### config.mk
export PLATFORM = sky130hd
export DESIGN_NAME = arb_mux
export DESIGN_NICKNAME = d
export VERILOG_FILES = /design/src/rtl/arb_mux_pkg.sv /design/src/rtl/arb_mux_rr_pick.sv /design/src/rtl/arb_mux.sv
export SDC_FILE = /design/constraint.sdc
export NUM_CORES = 1
export LEC_CHECK = 0
export BUFFER_PORTS_ARGS = -buffer_cell sky130_fd_sc_hd__buf_4
export CORE_ASPECT_RATIO = 1.4
export CORE_MARGIN = 1
export CORE_UTILIZATION = 42
export CTS_BUF_LIST = sky130_fd_sc_hd__clkbuf_8
export DETAILED_ROUTE_END_ITERATION = 7
export PLACE_DENSITY = 0.91
export SLEW_MARGIN = 40
export SYNTH_ARGS = -nofsm -noshare
export SYNTH_HDL_FRONTEND = slang
export SYNTH_SLANG_ARGS = --single-unit
### constraint.sdc
create_clock -name clk -period 3.77 [get_ports clk]
set_clock_uncertainty 0.2 [all_clocks]
set_input_delay 0.1885 -clock clk [delete_from_list [all_inputs] [get_ports clk]]
set_output_delay 0.1885 -clock clk [all_outputs]
set_load 0.02 [all_outputs]
### src/rtl/arb_mux_pkg.sv
// Shared types for the round-robin arbitrating mux.
// Holds the control FSM state encoding and the select-width derivation.
package arb_mux_pkg;

    typedef enum logic {
        IDLE   = 1'b0,
        LOCKED = 1'b1
    } state_t;

    function automatic int sel_width(input int n);
        return (n > 2) ? $clog2(n) : 1;
    endfunction

endpackage

### src/rtl/arb_mux_rr_pick.sv
// Round-robin picker: first requesting index at or above ptr, wrapping at NUM_IN-1.
// Purely combinational, zero latency, no backpressure of its own.
module rr_pick
    import arb_mux_pkg::*;
#(
    parameter int NUM_IN    = 4,
    parameter int SEL_WIDTH = sel_width(NUM_IN)
) (
    input  logic [NUM_IN-1:0]    req,
    input  logic [SEL_WIDTH-1:0] ptr,
    output logic [SEL_WIDTH-1:0] grant,
    output logic                 any_req
);

    // Walk from farthest offset to nearest so the nearest requester wins.
    always_comb begin
        grant   = '0;
        any_req = 1'b0;
        for (int i = NUM_IN - 1; i >= 0; i--) begin
            if (req[(int'(ptr) + i) % NUM_IN]) begin
                grant   = SEL_WIDTH'((int'(ptr) + i) % NUM_IN);
                any_req = 1'b1;
            end
        end
    end

endmodule

### src/rtl/arb_mux.sv
// Round-robin N:1 mux with transaction locking and a single registered output stage.
// Latency 1 cycle accept-to-output; in_ready withheld while the output register is full and stalled.
module arb_mux
    import arb_mux_pkg::*;
#(
    parameter int DATA_WIDTH = 32,
    parameter int NUM_IN     = 4,
    localparam int SEL_WIDTH = sel_width(NUM_IN)
) (
    input  logic                         clk,
    input  logic                         rst,
    input  logic [NUM_IN-1:0]            in_valid,
    output logic [NUM_IN-1:0]            in_ready,
    input  logic [NUM_IN*DATA_WIDTH-1:0] in_data,
    input  logic [NUM_IN-1:0]            in_last,
    output logic                         out_valid,
    input  logic                         out_ready,
    output logic [DATA_WIDTH-1:0]        out_data,
    output logic                         out_last,
    output logic [SEL_WIDTH-1:0]         out_sel
);

    state_t                 state_q, state_d;
    logic [SEL_WIDTH-1:0]   ptr_q, ptr_d;
    logic [SEL_WIDTH-1:0]   pick_grant;
    logic [SEL_WIDTH-1:0]   grant;
    logic                   any_req;
    logic                   load_ok;
    logic                   accept;
    logic                   acc_last;

    logic                   out_valid_q, out_valid_d;
    logic [DATA_WIDTH-1:0]  out_data_q, out_data_d;
    logic                   out_last_q, out_last_d;
    logic [SEL_WIDTH-1:0]   out_sel_q, out_sel_d;

    logic [DATA_WIDTH-1:0]  chan_dat [NUM_IN];

    for (genvar k = 0; k < NUM_IN; k++) begin : g_chan
        assign chan_dat[k] = in_data[k*DATA_WIDTH +: DATA_WIDTH];
    end

    rr_pick #(
        .NUM_IN    (NUM_IN),
        .SEL_WIDTH (SEL_WIDTH)
    ) u_pick (
        .req     (in_valid),
        .ptr     (ptr_q),
        .grant   (pick_grant),
        .any_req (any_req)
    );

    always_ff @(posedge clk or posedge rst) begin
        if (rst) begin
            state_q <= IDLE;
        end else begin
            state_q <= state_d;
        end
    end

    always_comb begin
        state_d = state_q;
        if (accept) begin
            state_d = acc_last ? IDLE : LOCKED;
        end
    end

    // While locked, out_sel_q still names the locked channel: it only moves on acceptance.
    always_comb begin
        grant    = (state_q == LOCKED) ? out_sel_q : pick_grant;
        load_ok  = !out_valid_q || out_ready;
        accept   = !rst && load_ok &&
                   ((state_q == LOCKED) ? in_valid[grant] : any_req);
        acc_last = in_last[grant];
        in_ready = '0;
        if (accept) begin
            in_ready[grant] = 1'b1;
        end
    end

    always_comb begin
        ptr_d       = ptr_q;
        out_valid_d = out_valid_q;
        out_data_d  = out_data_q;
        out_last_d  = out_last_q;
        out_sel_d   = out_sel_q;
        if (accept) begin
            out_valid_d = 1'b1;
            out_data_d  = chan_dat[grant];
            out_last_d  = acc_last;
            out_sel_d   = grant;
            if (acc_last) begin
                ptr_d = (grant == SEL_WIDTH'(NUM_IN - 1)) ? '0 : grant + 1'b1;
            end
        end else if (out_ready) begin
            out_valid_d = 1'b0;
        end
    end

    always_ff @(posedge clk or posedge rst) begin
        if (rst) begin
            ptr_q       <= '0;
            out_valid_q <= 1'b0;
            out_data_q  <= '0;
            out_last_q  <= 1'b0;
            out_sel_q   <= '0;
        end else begin
            ptr_q       <= ptr_d;
            out_valid_q <= out_valid_d;
            out_data_q  <= out_data_d;
            out_last_q  <= out_last_d;
            out_sel_q   <= out_sel_d;
        end
    end

    assign out_valid = out_valid_q;
    assign out_data  = out_data_q;
    assign out_last  = out_last_q;
    assign out_sel   = out_sel_q;

endmodule

==> run summary, run 1 <==
Fmax = 0.334 GHz
Tot GR Track Use = 21.9%
Final setup TNS = 0 ps
Vias post-DR = 2717
Max_cap viols = 0
RSZ-0062 raised after global routing = no
Post-Route WL = 7.75 mm
Synthesized area per cell = 10.4 µm²
WS Path Type = reg -> out
Row count = 35
GPL Wtd Cong = 0.853
Placed Cells = 514
Design area = 4310 µm²
Starting density of the core = 43.3%
Synth-to-Final Area Change = 51.3%
Hold Slack = 157 ps
Postcts setup bufs = 0
CORE AREA = 6570 µm²
Antenna violations before repair = 0
CTS tree = done
Synth Instances = 275
Slew margin rel. = 49.3%
Number of routed nets with antenna violations = 0
Type of the worst min-delay path = in -> reg
Final setup violating endpoints = 0
Post-route DRC = 0
Endpoint class of the critical path = primary output
Die W = 71.6 µm
Clock-pin transition on the worst setup and hold timing paths = 70 ps
Fill count = 542
Io pins = 179
Final Hold Viols = 0
VDD IR max = 0.392 mV
Post-synthesis sequential area ratio = 34.3%
Post-synth cell types = 41
Status = complete, no violations
Num CTS Buffers = 5
Crit start category = flop
Vias in the first global route = 2772
Critical Path RT = 3380 ps
Clk_lat worst skew = 280 ps
Number of diodes = 0
Synth Net Count = 418
Commonest non-fill, non-tap cells in the layout = 182 x buf_4, 66 x mux2i_1, 39 x dfrtp_1
Power, Total = 3.33 mW
Min Clock Period, post-route = 2990 ps
Die ar. = 7110 µm²
Clk root buf = clkbuf_8
Fin cells = 523
PD cells = 773 nW/µm²
Pleak = 2.19 nW
DRT Pass-1 Iters = 4
Port Buffers = 178
Mapped cell area = 2850 µm²
Chip height = 99.4 µm
Layout Nets = 592
Worst-margin pin slew = 761 ps
Slew Limit Fails = 0
Final HPWL DP = 6.24 mm
First-pass GRT wire length = 12.3 mm
Deepest clock path buffer count = 2
Post-route setup slack = 779 ps
Largest net degree at the start of global routing = 49
Dpl cell area = 4200 µm²
Htree depth = 2
Synth Register Bits = 39
Clock tree sinks = 39
Final core utilization = 65.5%
Dpl ws = 1060 ps
Fraction of layout instances using a drive strength above 1 = 52.1%
Arrival @ worst endpoint = 2600 ps
Final Cycle Share = 79.3%
Vias/cell = 5.20
DR iter-0 viols = 64
Synth warnings = 0
CP max FO = 48
Commonest non-fill, non-tap cell in the layout = buf_4
Grt total ovfl = 0
Per-cell routed wire length = 14.8 µm
==> critical path: stages (launching register included) <==
cell       delay [ps]
dfrtp_1           470
a21oi_1           290
a2111oi_4         140
nor2_4            150
buf_4             610
inv_1             150
ha_1              230
and2_1            130
buf_4             150
==> logic make-up (layout without fill, tap and decap cells) <==
| kind of cell | after synthesis | count (layout) | share of synthesized area [%] |
|---|---|---|---|
| compound gates | 52 | 52 | 12.0 |
| fa+ha+maj | 4 | 4 | 1.76 |
| buf+inv | 24 | 198 | 5.06 |
| flops | 39 | 39 | 34.3 |
| mux | 101 | 101 | 37.5 |
| simple gates | 55 | 55 | 9.36 |
==> path summary, 6_finish.rpt <==
check                                            to  slack, ps                      from  depth (start not counted)
setup / recovery                        in_ready[1]        780      ptr_q[1]$_DFFE_PP0P_                          8
hold / removal              out_data[4]$_DFFE_PP0P_        160                in_data[4]                          4
setup reg to reg               ptr_q[1]$_DFFE_PP0P_       1150       state_q$_DFFE_PP0P_                          6
hold reg to reg            out_data[26]$_DFFE_PP0P_        290  out_data[26]$_DFFE_PP0P_                          2
max in group asynchronous  out_data[26]$_DFFE_PP0P_       2630                       rst                          4
min in group asynchronous  out_data[12]$_DFFE_PP0P_        390                       rst                          4
==> report_power, final <==
group	switching (mW)	total, mW	internal [mW]
clock	0.133	0.276	0.143
combinational	1.16	2.29	1.12
sequential	0.142	0.766	0.624
==> state kept, by name (all words and copies together), names as in the netlist <==
name,count
state_q,1
out_last,1
out_data,32
out_valid,1
out_sel,2
ptr_q,2
==> final cells by class <==
| class | count | area (µm²) | share of cell area [%] |
|---|---|---|---|
| multi-input cells | 212 | 1730 | 40.3 |
| repair buffers | 184 | 1390 | 32.2 |
| flip-flops and latches | 39 | 976 | 22.7 |
| well taps | 74 | 92.6 | 2.15 |
| clock buffers | 6 | 82.6 | 1.92 |
| inverters | 7 | 28.8 | 0.668 |
| clock inverters | 1 | 5.00 | 0.116 |
==> cells in the mapped netlist, drive strengths merged <==
| cell type | instances | area (µm²) |
|---|---|---|
| mux2 | 33 | 372 |
| o21bai | 1 | 7.51 |
| ha | 4 | 50.1 |
| mux2i | 67 | 674 |
| a41oi | 1 | 16.3 |
| o31a | 1 | 10.0 |
| clkbuf | 7 | 26.3 |
| and3b | 1 | 8.76 |
| a21o | 1 | 8.76 |
| nand2b | 3 | 18.8 |
| nor2 | 5 | 26.3 |
| or3b | 1 | 8.76 |
| a211oi | 2 | 15.0 |
| and2 | 5 | 33.8 |
| nand2 | 34 | 128 |
| nor3 | 1 | 5.00 |
| mux4 | 1 | 22.5 |
| nor3b | 1 | 7.51 |
| or2b | 1 | 7.51 |
| dfrtp | 39 | 976 |
| buf | 10 | 88.8 |
| o21ai | 37 | 189 |
| a21boi | 3 | 26.3 |
| nor2b | 2 | 12.5 |
| and2b | 1 | 10.0 |
| a21oi | 2 | 10.0 |
| o221ai | 1 | 15.0 |
| a2111oi | 1 | 27.5 |
| a41o | 1 | 10.0 |
| o22ai | 1 | 6.26 |
| inv | 7 | 28.8 |
==> metal layers <==
| metal | GRT usage, % | vias up | wire [µm] |
|---|---|---|---|
| li1 | - | 1330 | - |
| met2 | 42.5 | 106 | 4290 |
| met3 | 4.66 | 24 | 482 |
| met1 | 22.1 | 1257 | 2710 |
| met5 | 0 | - | 0 |
| met4 | 9.20 | 0 | 265 |
==> what timing repair did <==
action / CTS / global route
endpoints found under the hold margin: 40 / 0
resized for setup: 0 / 0
hold buffers: 2 / 0
(Power assumes the default switching activity.)
==> run 2: changes to the inputs <==
clock period = 3.08 ns   (was 3.77 ns; I/O delays follow)
==> run summary, run 2 (synthesized netlist as in run 1, its figures left out) <==
DRT Pass-1 Iters = 4 (unchanged)
Clk_lat worst skew = 280 ps (about the same)
PD cells = 938 nW/µm² (was 773 nW/µm²)
Clk root buf = clkbuf_8 (unchanged)
Max layer used = met4 (unchanged)
Tot GR Track Use = 21.6% (was 21.9%)
Critical Path RT = 2730 ps (was 3380 ps)
Final Hold Viols = 0 (unchanged)
Vias/cell = 5.18 (was 5.20)
Endpoint class of the critical path = primary output (unchanged)
Largest net degree at the start of global routing = 44 (was 49)
WL met3 = 425 µm (was 482 µm)
Number of diodes = 0 (unchanged)
Commonest non-fill, non-tap cell in the layout = buf_4 (unchanged)
Starting density of the core = 43.3% (unchanged)
Worst-margin pin slew = 752 ps (was 761 ps)
Slew Limit Fails = 0 (unchanged)
Post-route setup slack = 317 ps (was 779 ps)
Vias post-DR = 2723 (was 2717)
Layout Nets = 594 (was 592)
Type of the worst min-delay path = in -> reg (unchanged)
Placed Cells = 516 (was 514)
Commonest non-fill, non-tap cells in the layout = 184 x buf_4, 66 x mux2i_1, 39 x dfrtp_1 (was 182 x buf_4, 66 x mux2i_1, 39 x dfrtp_1)
Vias in the first global route = 2722 (was 2772)
Routed met2 length = 4.06 mm (was 4.29 mm)
Grt total ovfl = 0 (unchanged)
Synth-to-Final Area Change = 51.6% (was 51.3%)
WS Path Type = reg -> out (unchanged)
RSZ-0062 raised after global routing = no (unchanged)
DR iter-0 viols = 52 (was 64)
Clock-pin transition on the worst setup and hold timing paths = 80 ps (was 70 ps)
CTS tree = done (unchanged)
Number of routed nets with antenna violations = 0 (unchanged)
Final Cycle Share = 89.7%
Design area = 4310 µm² (about the same)
Per-cell routed wire length = 14.3 µm (was 14.8 µm)
Final setup TNS = 0 ps (unchanged)
Min Clock Period, post-route = 2760 ps
Htree depth = 2 (unchanged)
Num CTS Buffers = 5 (unchanged)
Die ar. = 7110 µm² (unchanged)
Status = complete, no violations (unchanged)
Io pins = 179 (unchanged)
Die W = 71.6 µm (unchanged)
Deepest clock path buffer count = 2 (unchanged)
Final setup violating endpoints = 0 (unchanged)
GPL Wtd Cong = 0.851 (was 0.853)
Post-route DRC = 0 (unchanged)
First-pass GRT wire length = 12.1 mm (was 12.3 mm)
Met1 WL = 2.88 mm (was 2.71 mm)
Chip height = 99.4 µm (unchanged)
Row count = 35 (unchanged)
Fraction of layout instances using a drive strength above 1 = 52.0% (was 52.1%)
Slew margin rel. = 49.5% (was 49.3%)
Post-Route WL = 7.54 mm (was 7.75 mm)
Dpl cell area = 4210 µm² (was 4200 µm²)
Pleak = 2.20 nW (was 2.19 nW)
Port Buffers = 178 (unchanged)
Arrival @ worst endpoint = 2410 ps (was 2600 ps)
Fin cells = 526 (was 523)
CORE AREA = 6570 µm² (unchanged)
Clock tree sinks = 39 (unchanged)
Max_cap viols = 0 (unchanged)
Final HPWL DP = 6.01 mm (was 6.24 mm)
Dpl ws = 593 ps (was 1060 ps)
Antenna violations before repair = 0 (unchanged)
CP max FO = 29 (was 48)
Postcts setup bufs = 0 (unchanged)
Fmax = 0.362 GHz
Number of flip-flops under the largest register name = 32 (unchanged)
VDD IR max = 0.443 mV (was 0.392 mV)
Crit start category = flop (unchanged)
## run 2: cell types whose count changed in the layout (fill, tap and decap cells not counted), sizes merged
cell,previous run,this run
buf,182,184
inv,6,8
clkbuf,6,5
## run 2: worst paths after layout
check                                         startpoint                        to  slack, ps  cells past startpoint
worst max-delay path                ptr_q[1]$_DFFE_PP0P_               in_ready[1]        320                      8
worst min-delay path                          in_data[8]   out_data[8]$_DFFE_PP0P_        120                      4
worst max register to register       state_q$_DFFE_PP0P_      ptr_q[1]$_DFFE_PP0P_        610                      6
worst min register to register  out_data[25]$_DFFE_PP0P_  out_data[25]$_DFFE_PP0P_        290                      2
max in group asynchronous                            rst  out_data[25]$_DFFE_PP0P_       1990                      4
min in group asynchronous                            rst     out_valid$_DFFE_PP0P_        330                      4
## run 2: cell type report
cell class / instances / area, µm²
clock inverter: 3 / 12.5
clock buffer: 5 / 68.8
inverter: 7 / 28.8
multi-input combinational: 212 / 1730
tap: 74 / 92.6
sequential: 39 / 976
fill: 541 / 2250
timing repair buffer: 186 / 1400
## run 2: metal layers
| metal | global-route usage (%) | up-vias |
|---|---|---|
| met4 | 7.69 | 0 |
| met3 | 4.15 | 16 |
| met2 | 39.0 | 103 |
| li1 | - | 1337 |
| met1 | 25.1 | 1267 |
| met5 | 0 | - |
## run 2: report_power, final
| part | internal, mW | switching, mW | total (mW) | leakage [nW] |
|---|---|---|---|---|
| combinational | 1.39 | 1.41 | 2.80 | 1.67 |
| sequential | 0.764 | 0.170 | 0.933 | 0.479 |
| clock | 0.152 | 0.166 | 0.318 | 0.0505 |
## run 2: worst max-delay path, cell delays in order, from the launching register on
cell,delay (ps)
dfrtp_1,460
a21oi_1,300
a2111oi_4,140
nor2_4,180
buf_4,420
inv_1,120
ha_1,210
and2_1,140
buf_4,150
## run 2: through the flow
stage | power [mW] | hold slack (ps) | util, %
global placement | 3.67 | 98.1 | 64.1
CTS | 4.10 | 110 | 65.7
finish | 4.05 | 119 | 65.7
global route | 4.36 | 124 | 65.7
detailed placement | 3.77 | 110 | 64.1
floorplan | 3.02 | 154 | -
## run 2: what timing repair did
item	CTS	global route
endpoints found under the hold margin	40	0
resized for setup	0	0
hold buffers	2	0
==> run 3: changes to the inputs <==
BUFFER_PORTS_ARGS = -buffer_cell sky130_fd_sc_hd__buf_2   (was -buffer_cell sky130_fd_sc_hd__buf_4)
SETUP_SLACK_MARGIN = 0.15   (was unset)
==> run summary, run 3 (synthesized netlist as in run 1, its figures left out) <==
CP max stage cell = dfrtp_1 (unchanged)
Pleak = 2.04 nW (was 2.20 nW)
Levels on crit path = 8 (unchanged)
RSZ-0062 raised after global routing = no (unchanged)
Port Buffers = 178 (unchanged)
Routed met2 length = 4.04 mm (was 4.06 mm)
Clk_lat worst skew = 270 ps (was 280 ps)
Deepest clock path buffer count = 2 (unchanged)
Hold Path Stages = 4 (unchanged)
Commonest non-fill, non-tap cells in the layout = 178 x buf_2, 66 x mux2i_1, 39 x dfrtp_1 (was 184 x buf_4, 66 x mux2i_1, 39 x dfrtp_1)
Worst-margin pin slew = 650 ps (was 752 ps)
Arrival @ worst endpoint = 2370 ps (was 2410 ps)
Fraction of layout instances using a drive strength above 1 = 51.9% (was 52.0%)
Row count = 35 (unchanged)
CP max FO = 28 (was 29)
Final Hold Viols = 0 (unchanged)
CTS tree = done (unchanged)
WL met3 = 361 µm (was 425 µm)
Number of diodes = 0 (unchanged)
Starting density of the core = 43.3% (unchanged)
Clk root buf = clkbuf_8 (unchanged)
Final setup TNS = 0 ps (unchanged)
Num CTS Buffers = 5 (unchanged)
Die ar. = 7110 µm² (unchanged)
Chip height = 99.4 µm (unchanged)
Min Clock Period, post-route = 2730 ps (was 2760 ps)
CP Cell Sequence = a21oi_1, a2111oi_4, nor2_4, buf_4, inv_1, ha_1, and2_1, buf_2 (was a21oi_1, a2111oi_4, nor2_4, buf_4, inv_1, ha_1, and2_1, buf_4)
Critical Path RT = 2730 ps (about the same)
Largest net degree at the start of global routing = 40 (was 44)
Largest delay share family, worst path = buffers and inverters (unchanged)
PD cells = 993 nW/µm² (was 938 nW/µm²)
Buf/Inv on CP = 3 (unchanged)
Postcts setup bufs = 0 (unchanged)
Type of the worst min-delay path = in -> reg (unchanged)
Number of routed nets with antenna violations = 0 (unchanged)
GPL Wtd Cong = 0.881 (was 0.851)
First-pass GRT wire length = 12.0 mm (was 12.1 mm)
Die W = 71.6 µm (unchanged)
Number of flip-flops under the largest register name = 32 (unchanged)
Synth-to-Final Area Change = 35.3% (was 51.6%)
Commonest non-fill, non-tap cell in the layout = buf_2 (was buf_4)
Max_cap viols = 0 (unchanged)
Post-route DRC = 0 (unchanged)
Post-Route WL = 7.37 mm (was 7.54 mm)
Dpl cell area = 3760 µm² (was 4210 µm²)
Vias in the first global route = 2826 (was 2722)
DRT Pass-1 Iters = 4 (unchanged)
Final setup violating endpoints = 0 (unchanged)
Crit-path max cell delay = 450 ps (was 460 ps)
Vias/cell = 5.11 (was 5.18)
Per-cell routed wire length = 14.1 µm (was 14.3 µm)
Max layer used = met4 (unchanged)
VDD IR max = 0.472 mV (was 0.443 mV)
Grt total ovfl = 0 (unchanged)
Final core utilization = 58.6% (was 65.7%)
Design area = 3850 µm² (was 4310 µm²)
Htree depth = 2 (unchanged)
Antenna violations before repair = 0 (unchanged)
Fill count = 591 (was 541)
Slew Limit Fails = 0 (unchanged)
Slew margin rel. = 56.4% (was 49.5%)
Clock tree sinks = 39 (unchanged)
CORE AREA = 6570 µm² (unchanged)
Status = complete, no violations (unchanged)
WS Path Type = reg -> out (unchanged)
Endpoint class of the critical path = primary output (unchanged)
DR iter-0 viols = 70 (was 52)
Final HPWL DP = 5.82 mm (was 6.01 mm)
Met1 WL = 2.80 mm (was 2.88 mm)
Crit start category = flop (unchanged)
Vias post-DR = 2675 (was 2723)
Io pins = 179 (unchanged)
Fmax = 0.367 GHz (was 0.362 GHz)
Tot GR Track Use = 21.1% (was 21.6%)
Clock-pin transition on the worst setup and hold timing paths = 70 ps (was 80 ps)
Worst Reg-to-Reg Cells = 7 (was 6)
Final Cycle Share = 88.5% (was 89.7%)
Layout Nets = 593 (was 594)
## run 3: area by class of cell
type                       instances  area, µm²  share of cell area (%)
sequential                        39        976                    25.3
clock inverter                     1       3.75                  0.0974
tap                               74       92.6                    2.40
timing repair buffer             185        948                    24.6
multi-input combinational        212       1730                    45.0
inverter                           7       28.8                   0.747
clock buffer                       5       68.8                    1.79
## run 3: worst min-delay path, delay by kind of cell
kind	cells	cell delay (ps)
buffers and inverters	1	100
AOI/OAI and AO/OA	1	50
muxes	2	250
## run 3: path summary, 6_finish.rpt
| path | start | endpoint | slack, ps |
|---|---|---|---|
| setup / recovery | ptr_q[1]$_DFFE_PP0P_ | in_ready[0] | 350 |
| hold reg to reg | out_data[18]$_DFFE_PP0P_ | out_data[18]$_DFFE_PP0P_ | 280 |
| min in group asynchronous | rst | out_valid$_DFFE_PP0P_ | 340 |
| hold / removal | in_data[25] | out_data[25]$_DFFE_PP0P_ | 110 |
| max in group asynchronous | rst | ptr_q[0]$_DFFE_PP0P_ | 1990 |
| setup reg to reg | ptr_q[1]$_DFFE_PP0P_ | out_data[13]$_DFFE_PP0P_ | 600 |
## run 3: report_power, final
group	switching (mW)	internal (mW)	leakage, nW
combinational	1.40	1.20	1.52
sequential	0.157	0.763	0.479
clock	0.160	0.148	0.0413
## run 3: through the flow
step | std cells | hold slack [ps] | setup slack [ps] | power (mW)
final | 523 | 109 | 355 | 3.83
after global routing | 523 | 119 | 175 | 4.13
after CTS | 523 | 101 | 326 | 3.87
after detailed placement | 515 | 116 | 604 | 3.56
after global placement | 515 | 97.8 | 732 | 3.44
after floorplan | 275 | 154 | 817 | 3.02
## run 3: what timing repair did
action,CTS,global route
gates resized for setup,0,0
endpoints found under the setup margin,0,0
hold buffers,2,0
endpoints found under the hold margin,40,0
## run 3: metal layers
layer	global-route usage (%)	vias up
met2	40.1	104
met3	3.95	18
met4	8.45	0
met5	0	-
met1	22.4	1220
li1	-	1333
